<file path="src/rtl/add_serial_pkg.sv">
`default_nettype none
// ============================================================================
// Module      : add_serial_pkg
// Description : Shared definitions for the 8-bit bit-serial adder and the
//               driver that sequences it. Holds the operand width, the
//               adder's fixed latency, its bit-inversion keys, its start
//               polarity and the driver state encoding.
// Revision    : 1.0 - initial release
// ============================================================================
package add_serial_pkg;

    // Operand / result width of the adder.
    localparam int WIDTH = 8;

    // Cycles from the sampled start edge until the adder's out bus is final.
    localparam int ADD_LAT = 10;

    // The adder internally inverts these bit positions on its a/b inputs, so
    // the driver pre-applies the same masks to cancel them.
    localparam logic [7:0] A_KEY = 8'h60;
    localparam logic [7:0] B_KEY = 8'h3E;

    // 1: the adder start input is asserted by driving it low.
    localparam bit EN_ACTIVE_LOW = 1'b1;

    // Driver state encoding.
    localparam int         ST_W     = 2;
    localparam logic [1:0] S_IDLE   = 2'd0;
    localparam logic [1:0] S_LAUNCH = 2'd1;
    localparam logic [1:0] S_WAIT   = 2'd2;

    // Pin level that expresses a logical start request on the adder en input.
    function automatic logic en_level(input logic active_low, input logic assert_en);
        return assert_en ^ active_low;
    endfunction

endpackage : add_serial_pkg
`default_nettype wire

</file>
<file path="src/rtl/add_serial_opfifo.sv">
`default_nettype none
// ============================================================================
// Module      : add_serial_opfifo
// Description : Synchronous FIFO for operand pairs. The head entry is shown
//               combinationally on o_head and stays put until popped; when
//               empty the head reads as zero.
// Ports       : clk, rst        - clock, synchronous active-high reset
//               i_push/i_data   - write strobe (ignored when full) and data
//               i_pop           - remove head entry (ignored when empty)
//               o_head          - current head entry
//               o_full/o_empty  - occupancy flags
// Revision    : 1.0 - initial release
// ============================================================================
module add_serial_opfifo #(
    parameter int DW    = 16,
    parameter int DEPTH = 4     // power of two, at least 2
) (
    input  logic          clk,
    input  logic          rst,
    input  logic          i_push,
    input  logic [DW-1:0] i_data,
    input  logic          i_pop,
    output logic [DW-1:0] o_head,
    output logic          o_full,
    output logic          o_empty
);

    localparam int c_AW = $clog2(DEPTH);

    // Pointers carry one extra wrap bit so full and empty are distinguishable.
    logic [c_AW:0]   r_wr_ptr;
    logic [c_AW:0]   r_rd_ptr;
    logic [DW-1:0]   r_mem [DEPTH];

    logic            w_do_push;
    logic            w_do_pop;
    logic [c_AW-1:0] w_wr_idx;
    logic [c_AW-1:0] w_rd_idx;

    assign w_wr_idx = r_wr_ptr[c_AW-1:0];
    assign w_rd_idx = r_rd_ptr[c_AW-1:0];

    assign o_empty  = (r_wr_ptr == r_rd_ptr);
    assign o_full   = (r_wr_ptr[c_AW] != r_rd_ptr[c_AW]) && (w_wr_idx == w_rd_idx);

    // Full blocks a push even when a pop lands in the same cycle: no bypass.
    assign w_do_push = i_push && !o_full;
    assign w_do_pop  = i_pop  && !o_empty;

    assign o_head = o_empty ? '0 : r_mem[w_rd_idx];

    always_ff @(posedge clk) begin
        if (rst) begin
            r_wr_ptr <= '0;
            r_rd_ptr <= '0;
        end else begin
            if (w_do_push) begin
                r_wr_ptr <= r_wr_ptr + 1'b1;
            end
            if (w_do_pop) begin
                r_rd_ptr <= r_rd_ptr + 1'b1;
            end
        end
    end

    // Storage needs no reset; the pointers define which entries are live.
    always_ff @(posedge clk) begin
        if (w_do_push) begin
            r_mem[w_wr_idx] <= i_data;
        end
    end

endmodule : add_serial_opfifo
`default_nettype wire

</file>
<file path="src/rtl/add_serial_driver.sv">
`default_nettype none
// ============================================================================
// Module      : add_serial_driver
// Description : Sequencer wrapped around the bit-serial adder. Buffers operand
//               pairs, presents the key-encoded head pair to the adder, pulses
//               its start input, waits the adder latency, captures the sum and
//               offers it on a valid/ready result port.
// Ports       : clk, rst                  - clock, sync active-high reset
//               op_valid/op_ready/op_a/op_b - operand push interface
//               res_valid/res_ready/res_data - result interface
//               add_a/add_b/add_en        - drive the adder inputs
//               add_out                   - adder sum bus
//               busy                      - operation in flight
// Revision    : 1.0 - initial release
// ============================================================================
module add_serial_driver #(
    parameter int               WIDTH         = add_serial_pkg::WIDTH,
    parameter int               DEPTH         = 4,
    parameter logic [WIDTH-1:0] A_KEY         = add_serial_pkg::A_KEY,
    parameter logic [WIDTH-1:0] B_KEY         = add_serial_pkg::B_KEY,
    parameter bit               EN_ACTIVE_LOW = add_serial_pkg::EN_ACTIVE_LOW,
    parameter int               ADD_LAT       = add_serial_pkg::ADD_LAT
) (
    input  logic             clk,
    input  logic             rst,
    input  logic             op_valid,
    output logic             op_ready,
    input  logic [WIDTH-1:0] op_a,
    input  logic [WIDTH-1:0] op_b,
    output logic             res_valid,
    input  logic             res_ready,
    output logic [WIDTH-1:0] res_data,
    output logic [WIDTH-1:0] add_a,
    output logic [WIDTH-1:0] add_b,
    output logic             add_en,
    input  logic [WIDTH-1:0] add_out,
    output logic             busy
);

    import add_serial_pkg::ST_W;
    import add_serial_pkg::S_IDLE;
    import add_serial_pkg::S_LAUNCH;
    import add_serial_pkg::S_WAIT;
    import add_serial_pkg::en_level;

    localparam int             c_WCNT_W    = (ADD_LAT > 1) ? $clog2(ADD_LAT) : 1;
    localparam logic [c_WCNT_W-1:0] c_WCNT_LOAD = c_WCNT_W'(ADD_LAT - 1);

    // ------------------------------------------------------------------
    // State
    // ------------------------------------------------------------------
    logic [ST_W-1:0]     r_state;
    logic                r_primed;     // adder known to sit in its idle state
    logic                r_lcnt;       // start cycles already issued in S_LAUNCH
    logic [c_WCNT_W-1:0] r_wcnt;
    logic                r_res_valid;
    logic [WIDTH-1:0]    r_res_data;

    // ------------------------------------------------------------------
    // Operand FIFO
    // ------------------------------------------------------------------
    logic                w_push;
    logic                w_pop;
    logic                w_full;
    logic                w_empty;
    logic [2*WIDTH-1:0]  w_head;
    logic [WIDTH-1:0]    w_head_a;
    logic [WIDTH-1:0]    w_head_b;

    assign op_ready = !w_full;
    assign w_push   = op_valid && op_ready;

    // The head is popped only once its sum has been captured, so it stays
    // stable on the adder inputs for the whole launch and wait window.
    assign w_pop    = (r_state == S_WAIT) && (r_wcnt == '0);

    add_serial_opfifo #(
        .DW    (2 * WIDTH),
        .DEPTH (DEPTH)
    ) u_opfifo (
        .clk     (clk),
        .rst     (rst),
        .i_push  (w_push),
        .i_data  ({op_a, op_b}),
        .i_pop   (w_pop),
        .o_head  (w_head),
        .o_full  (w_full),
        .o_empty (w_empty)
    );

    assign w_head_a = w_head[2*WIDTH-1:WIDTH];
    assign w_head_b = w_head[WIDTH-1:0];

    // ------------------------------------------------------------------
    // Adder-side outputs
    // ------------------------------------------------------------------
    // Pre-inverting with the adder's own keys cancels its internal inversion.
    assign add_a  = w_head_a ^ A_KEY;
    assign add_b  = w_head_b ^ B_KEY;
    assign add_en = en_level(EN_ACTIVE_LOW, r_state == S_LAUNCH);

    // ------------------------------------------------------------------
    // Result-side outputs
    // ------------------------------------------------------------------
    logic w_res_take;

    assign w_res_take = r_res_valid && res_ready;
    assign res_valid  = r_res_valid;
    assign res_data   = r_res_data;
    assign busy       = (r_state != S_IDLE);

    // ------------------------------------------------------------------
    // Sequencer
    // ------------------------------------------------------------------
    always_ff @(posedge clk) begin
        if (rst) begin
            r_state     <= S_IDLE;
            r_primed    <= 1'b1;
            r_lcnt      <= 1'b0;
            r_wcnt      <= '0;
            r_res_valid <= 1'b0;
            r_res_data  <= '0;
        end else begin
            if (w_res_take) begin
                r_res_valid <= 1'b0;
            end

            case (r_state)
                S_IDLE: begin
                    // Only one result slot: never start while it is occupied.
                    if (!w_empty && !r_res_valid) begin
                        r_state <= S_LAUNCH;
                        r_lcnt  <= 1'b0;
                    end
                end

                S_LAUNCH: begin
                    // After a completed add the adder parks in DONE and burns
                    // one start cycle getting out of it, hence two cycles then.
                    if (r_primed || r_lcnt) begin
                        r_primed <= 1'b0;
                        r_wcnt   <= c_WCNT_LOAD;
                        r_state  <= S_WAIT;
                    end else begin
                        r_lcnt <= 1'b1;
                    end
                end

                S_WAIT: begin
                    if (r_wcnt == '0) begin
                        r_res_data  <= add_out;
                        r_res_valid <= 1'b1;
                        r_state     <= S_IDLE;
                    end else begin
                        r_wcnt <= r_wcnt - 1'b1;
                    end
                end

                default: begin
                    r_state <= S_IDLE;
                end
            endcase
        end
    end

endmodule : add_serial_driver
`default_nettype wire

</file>
<file path="config.mk">
export PLATFORM = sky130hd
export DESIGN_NAME = add_serial_driver
export DESIGN_NICKNAME = d
export VERILOG_FILES = /design/src/rtl/add_serial_pkg.sv /design/src/rtl/add_serial_opfifo.sv /design/src/rtl/add_serial_driver.sv
export SDC_FILE = /design/constraint.sdc
export NUM_CORES = 1
export LEC_CHECK = 0
export ABC_AREA = 1
export CAP_MARGIN = 20
export CORE_AREA = 2 2 74 111
export CTS_CLUSTER_SIZE = 8
export DETAILED_ROUTE_END_ITERATION = 6
export DIE_AREA = 0 0 76 113
export PLACE_DENSITY_LB_ADDON = 0.2
export SETUP_SLACK_MARGIN = 0.5
export SYNTH_ARGS = -nofsm -noshare
export SYNTH_HDL_FRONTEND = slang
export SYNTH_SLANG_ARGS = --single-unit
</file>
<file path="constraint.sdc">
create_clock -name clk -period 2.85 [get_ports clk]
set_input_delay 0.285 -clock clk [delete_from_list [all_inputs] [get_ports clk]]
set_output_delay 0.285 -clock clk [all_outputs]
set_load 0.1 [all_outputs]
</file>
==> impl_metrics.ini <==
[outcome]
status = completed

[floorplan]
start_util_pct = 49.00
core-area_mm2 = 0.007564
rows = 39
dieArea_mm2 = 0.008588
die_y_um = 113
io-pin-count = 56
die_w_um = 76

[worst_setup_path]
cp_num_buf_inv = 3
crit_chain = inv_1 -> nand2_1 -> nand2_1 -> nand3_4 -> nand2_1 -> inv_1 -> buf_12
critPathRequiredTime_ps = 2570
arrival_ps = 1730
worst-setup-path-type = reg -> out
cp-end-kind = primary output
worstPathMaxFanout = 21
cp-start-kind = flop
cpMostUsedCell = nand2_1
slowest_delay_ps = 350
crit_family = simple AND/OR/NAND/NOR gates
rrSetupSlack_ps = 1190
slowest_stage = dfxtp_1

[timing]
setup-tns-final_ps = 0
slew_viol_final = 0
fin_crit_ps = 2015
period_share_pct = 70.69
rsz0062_at_grt = no
max-slew-margin-rel_pct = 69.77
finalWorstSetupSlack_ps = 835.3
fin_skew_ps = 6.586
finalSetupViolations = 0
hold_viol_final = 0
whs_ps = 458.4
max_freq_ghz = 0.4963
tightest_slew_ps = 452.0

[clocking]
cts_tree = yes
cts_buffers = 9
htree_levels = 3
clockRootBuffer = clkbuf_16
clkTransAtPathRegs_ps = 60
postCtsHoldBufs = 0
insertion_delay_ps = 330
ctsLongestPathBuffers = 2
cts_sinks = 89

[grt]
grt_overflow = 0
track_usage_pct = 17.76
antenna_found_initial = 0
grt_pass1_wl_mm = 11.76
grt_max_degree = 33
grt_pass1_vias = 2573

[synthesis]
syn_inst = 345
netlist_area_mm2 = 0.003706
syn_nets = 379
synth_warnings = 0
ys_types = 27
synth.yosys.seq_area_share_pct = 65.36
synth_area_per_cell_um2 = 10.74
synth_seq_cells = 89

[detailed_routing]
vias = 2542
routedWlPerCell_um = 13.42
routed_wirelength_mm = 6.859
drtAntennaViolNets = 0
firstDrtPassIters = 4
drt_iter0_markers = 216
drc = 0
via_per_inst = 4.975

[power_and_ir_drop]
power.total_w = 0.003554
p_per_area_mw_per_mm2 = 747.2
ir_drop_v = 0.0003763
leakagePower_nw = 1.844

[job]
cap_violations = 0

[place]
place.port_buffers = 55
hpwl_mm = 4.529
globalplace.congestion = 0.7405
dpl_worst_slack_ps = 935.5

[hold_path]
hold_class = reg -> reg

[cells_and_area]
layout-drive-gt1-share_pct = 16.38
n_antenna_cell = 0
n_fill_cell = 615
area_delta_synth_final_pct = 28.36
num-nets-final = 438
==> worst reg2reg max path, stage by stage (launching register included) <==
cell	delay [ps]
dfxtp_1	410
inv_1	110
nand2_1	70
nand2_1	110
nand3_2	150
nand2_2	110
nor2_1	100
buf_4	280
==> power breakdown <==
part / leakage, nW / internal (W) / switching [W] / total [W]
registers: 0.791 / 0.00147 / 0.0000366 / 0.00150
clock network: 0.136 / 0.000608 / 0.000431 / 0.00104
logic: 0.916 / 0.000305 / 0.000706 / 0.00101
total: 1.84 / 0.00238 / 0.00117 / 0.00355
==> state kept, by name (all words and copies together) (netlist names), named ones only <==
name	flops
res_valid	1
u_opfifo.r_mem	64
r_lcnt	1
u_opfifo.r_rd_ptr	3
r_state	2
r_primed	1
u_opfifo.r_wr_ptr	3
res_data	8
r_wcnt	4
==> cell families after synthesis <==
kind of cell | after synthesis | synth area share (%)
buffers and inverters | 45 | 5.570
adder cells (fa/ha/maj) | 6 | 2.026
XOR/XNOR | 3 | 0.7091
AND/OR/NAND/NOR | 135 | 15.90
AO/OA/AOI/OAI | 60 | 8.541
flip-flops | 89 | 65.36
multiplexers | 7 | 1.891
==> repair_timing <==
item	CTS	global route
setup endpoints to repair	0	16
gates resized for setup	0	2
setup buffers	0	0
==> layer usage <==
metal	global-route usage, %	share of wire (%)	up-vias
met2	32.98	55	63
met4	8.364	2.1	0
met3	5.423	4.9	7
met1	18.11	38	1201
met5	0	0	-
li1	-	-	1271
==> synth_stat cells, drive strengths merged <==
cell type / instances / area share, %
nor2: 70 / 7.4
edfxtp: 64 / 52
nand2: 52 / 5.5
o21ai: 44 / 5.9
inv: 30 / 3.0
dfxtp: 25 / 14
buf: 13 / 2.2
a21oi: 9 / 1.4
nand3: 9 / 2.3
mux2i: 7 / 1.9
o22ai: 7 / 1.2
ha: 6 / 2.0
nand3b: 3 / 0.61
xor2: 3 / 0.71
clkbuf: 1 / 0.10
clkinv: 1 / 0.24
or2: 1 / 0.17
==> cells in the final DEF, fill, tap and decap left out, types with 5 or more instances in the layout <==
cell,n
nor2_1,68
inv_1,26
dfxtp_1,24
edfxtp_1,64
o21ai_1,5
ha_1,6
clkbuf_16,9
buf_4,19
o22ai_1,7
nand2_1,49
a21oi_1,7
o21ai_0,39
buf_12,16
mux2i_1,7
clkdlybuf4s50_1,27
==> final timing paths <==
kind | start | to | cells past startpoint
setup / recovery | u_opfifo.r_wr_ptr[1]$_SDFFE_PP0P_ | add_a[4] | 7
hold / removal | r_primed$_SDFFE_PP1P_ | r_primed$_SDFFE_PP1P_ | 2
setup reg to reg | u_opfifo.r_wr_ptr[1]$_SDFFE_PP0P_ | u_opfifo.r_mem[1][13]$_DFFE_PP_ | 7
hold reg to reg | r_primed$_SDFFE_PP1P_ | r_primed$_SDFFE_PP1P_ | 2
==> metrics by stage <==
step | util [%] | instance area, µm² | cells
5_1_grt | 62.90 | 4757 | 511
4_1_cts | 62.78 | 4748 | 511
3_5_place_dp | 59.26 | 4482 | 495
3_3_place_gp | 59.26 | 4482 | 495
2_1_floorplan | - | 3706 | 345
6_report | 62.90 | 4757 | 511
==> layout make-up <==
type / instances / area [µm²] / area share [%]
repair buffers: 62 / 733.2 / 15.41
flip-flops and latches: 89 / 2424 / 50.95
well taps: 102 / 127.6 / 2.683
inverters: 31 / 121.4 / 2.551
multi-input cells: 211 / 1085 / 22.80
clock buffers: 12 / 246.5 / 5.181
clock inverters: 4 / 20.02 / 0.4208
Note: power is estimated with default switching activity, not from simulation.
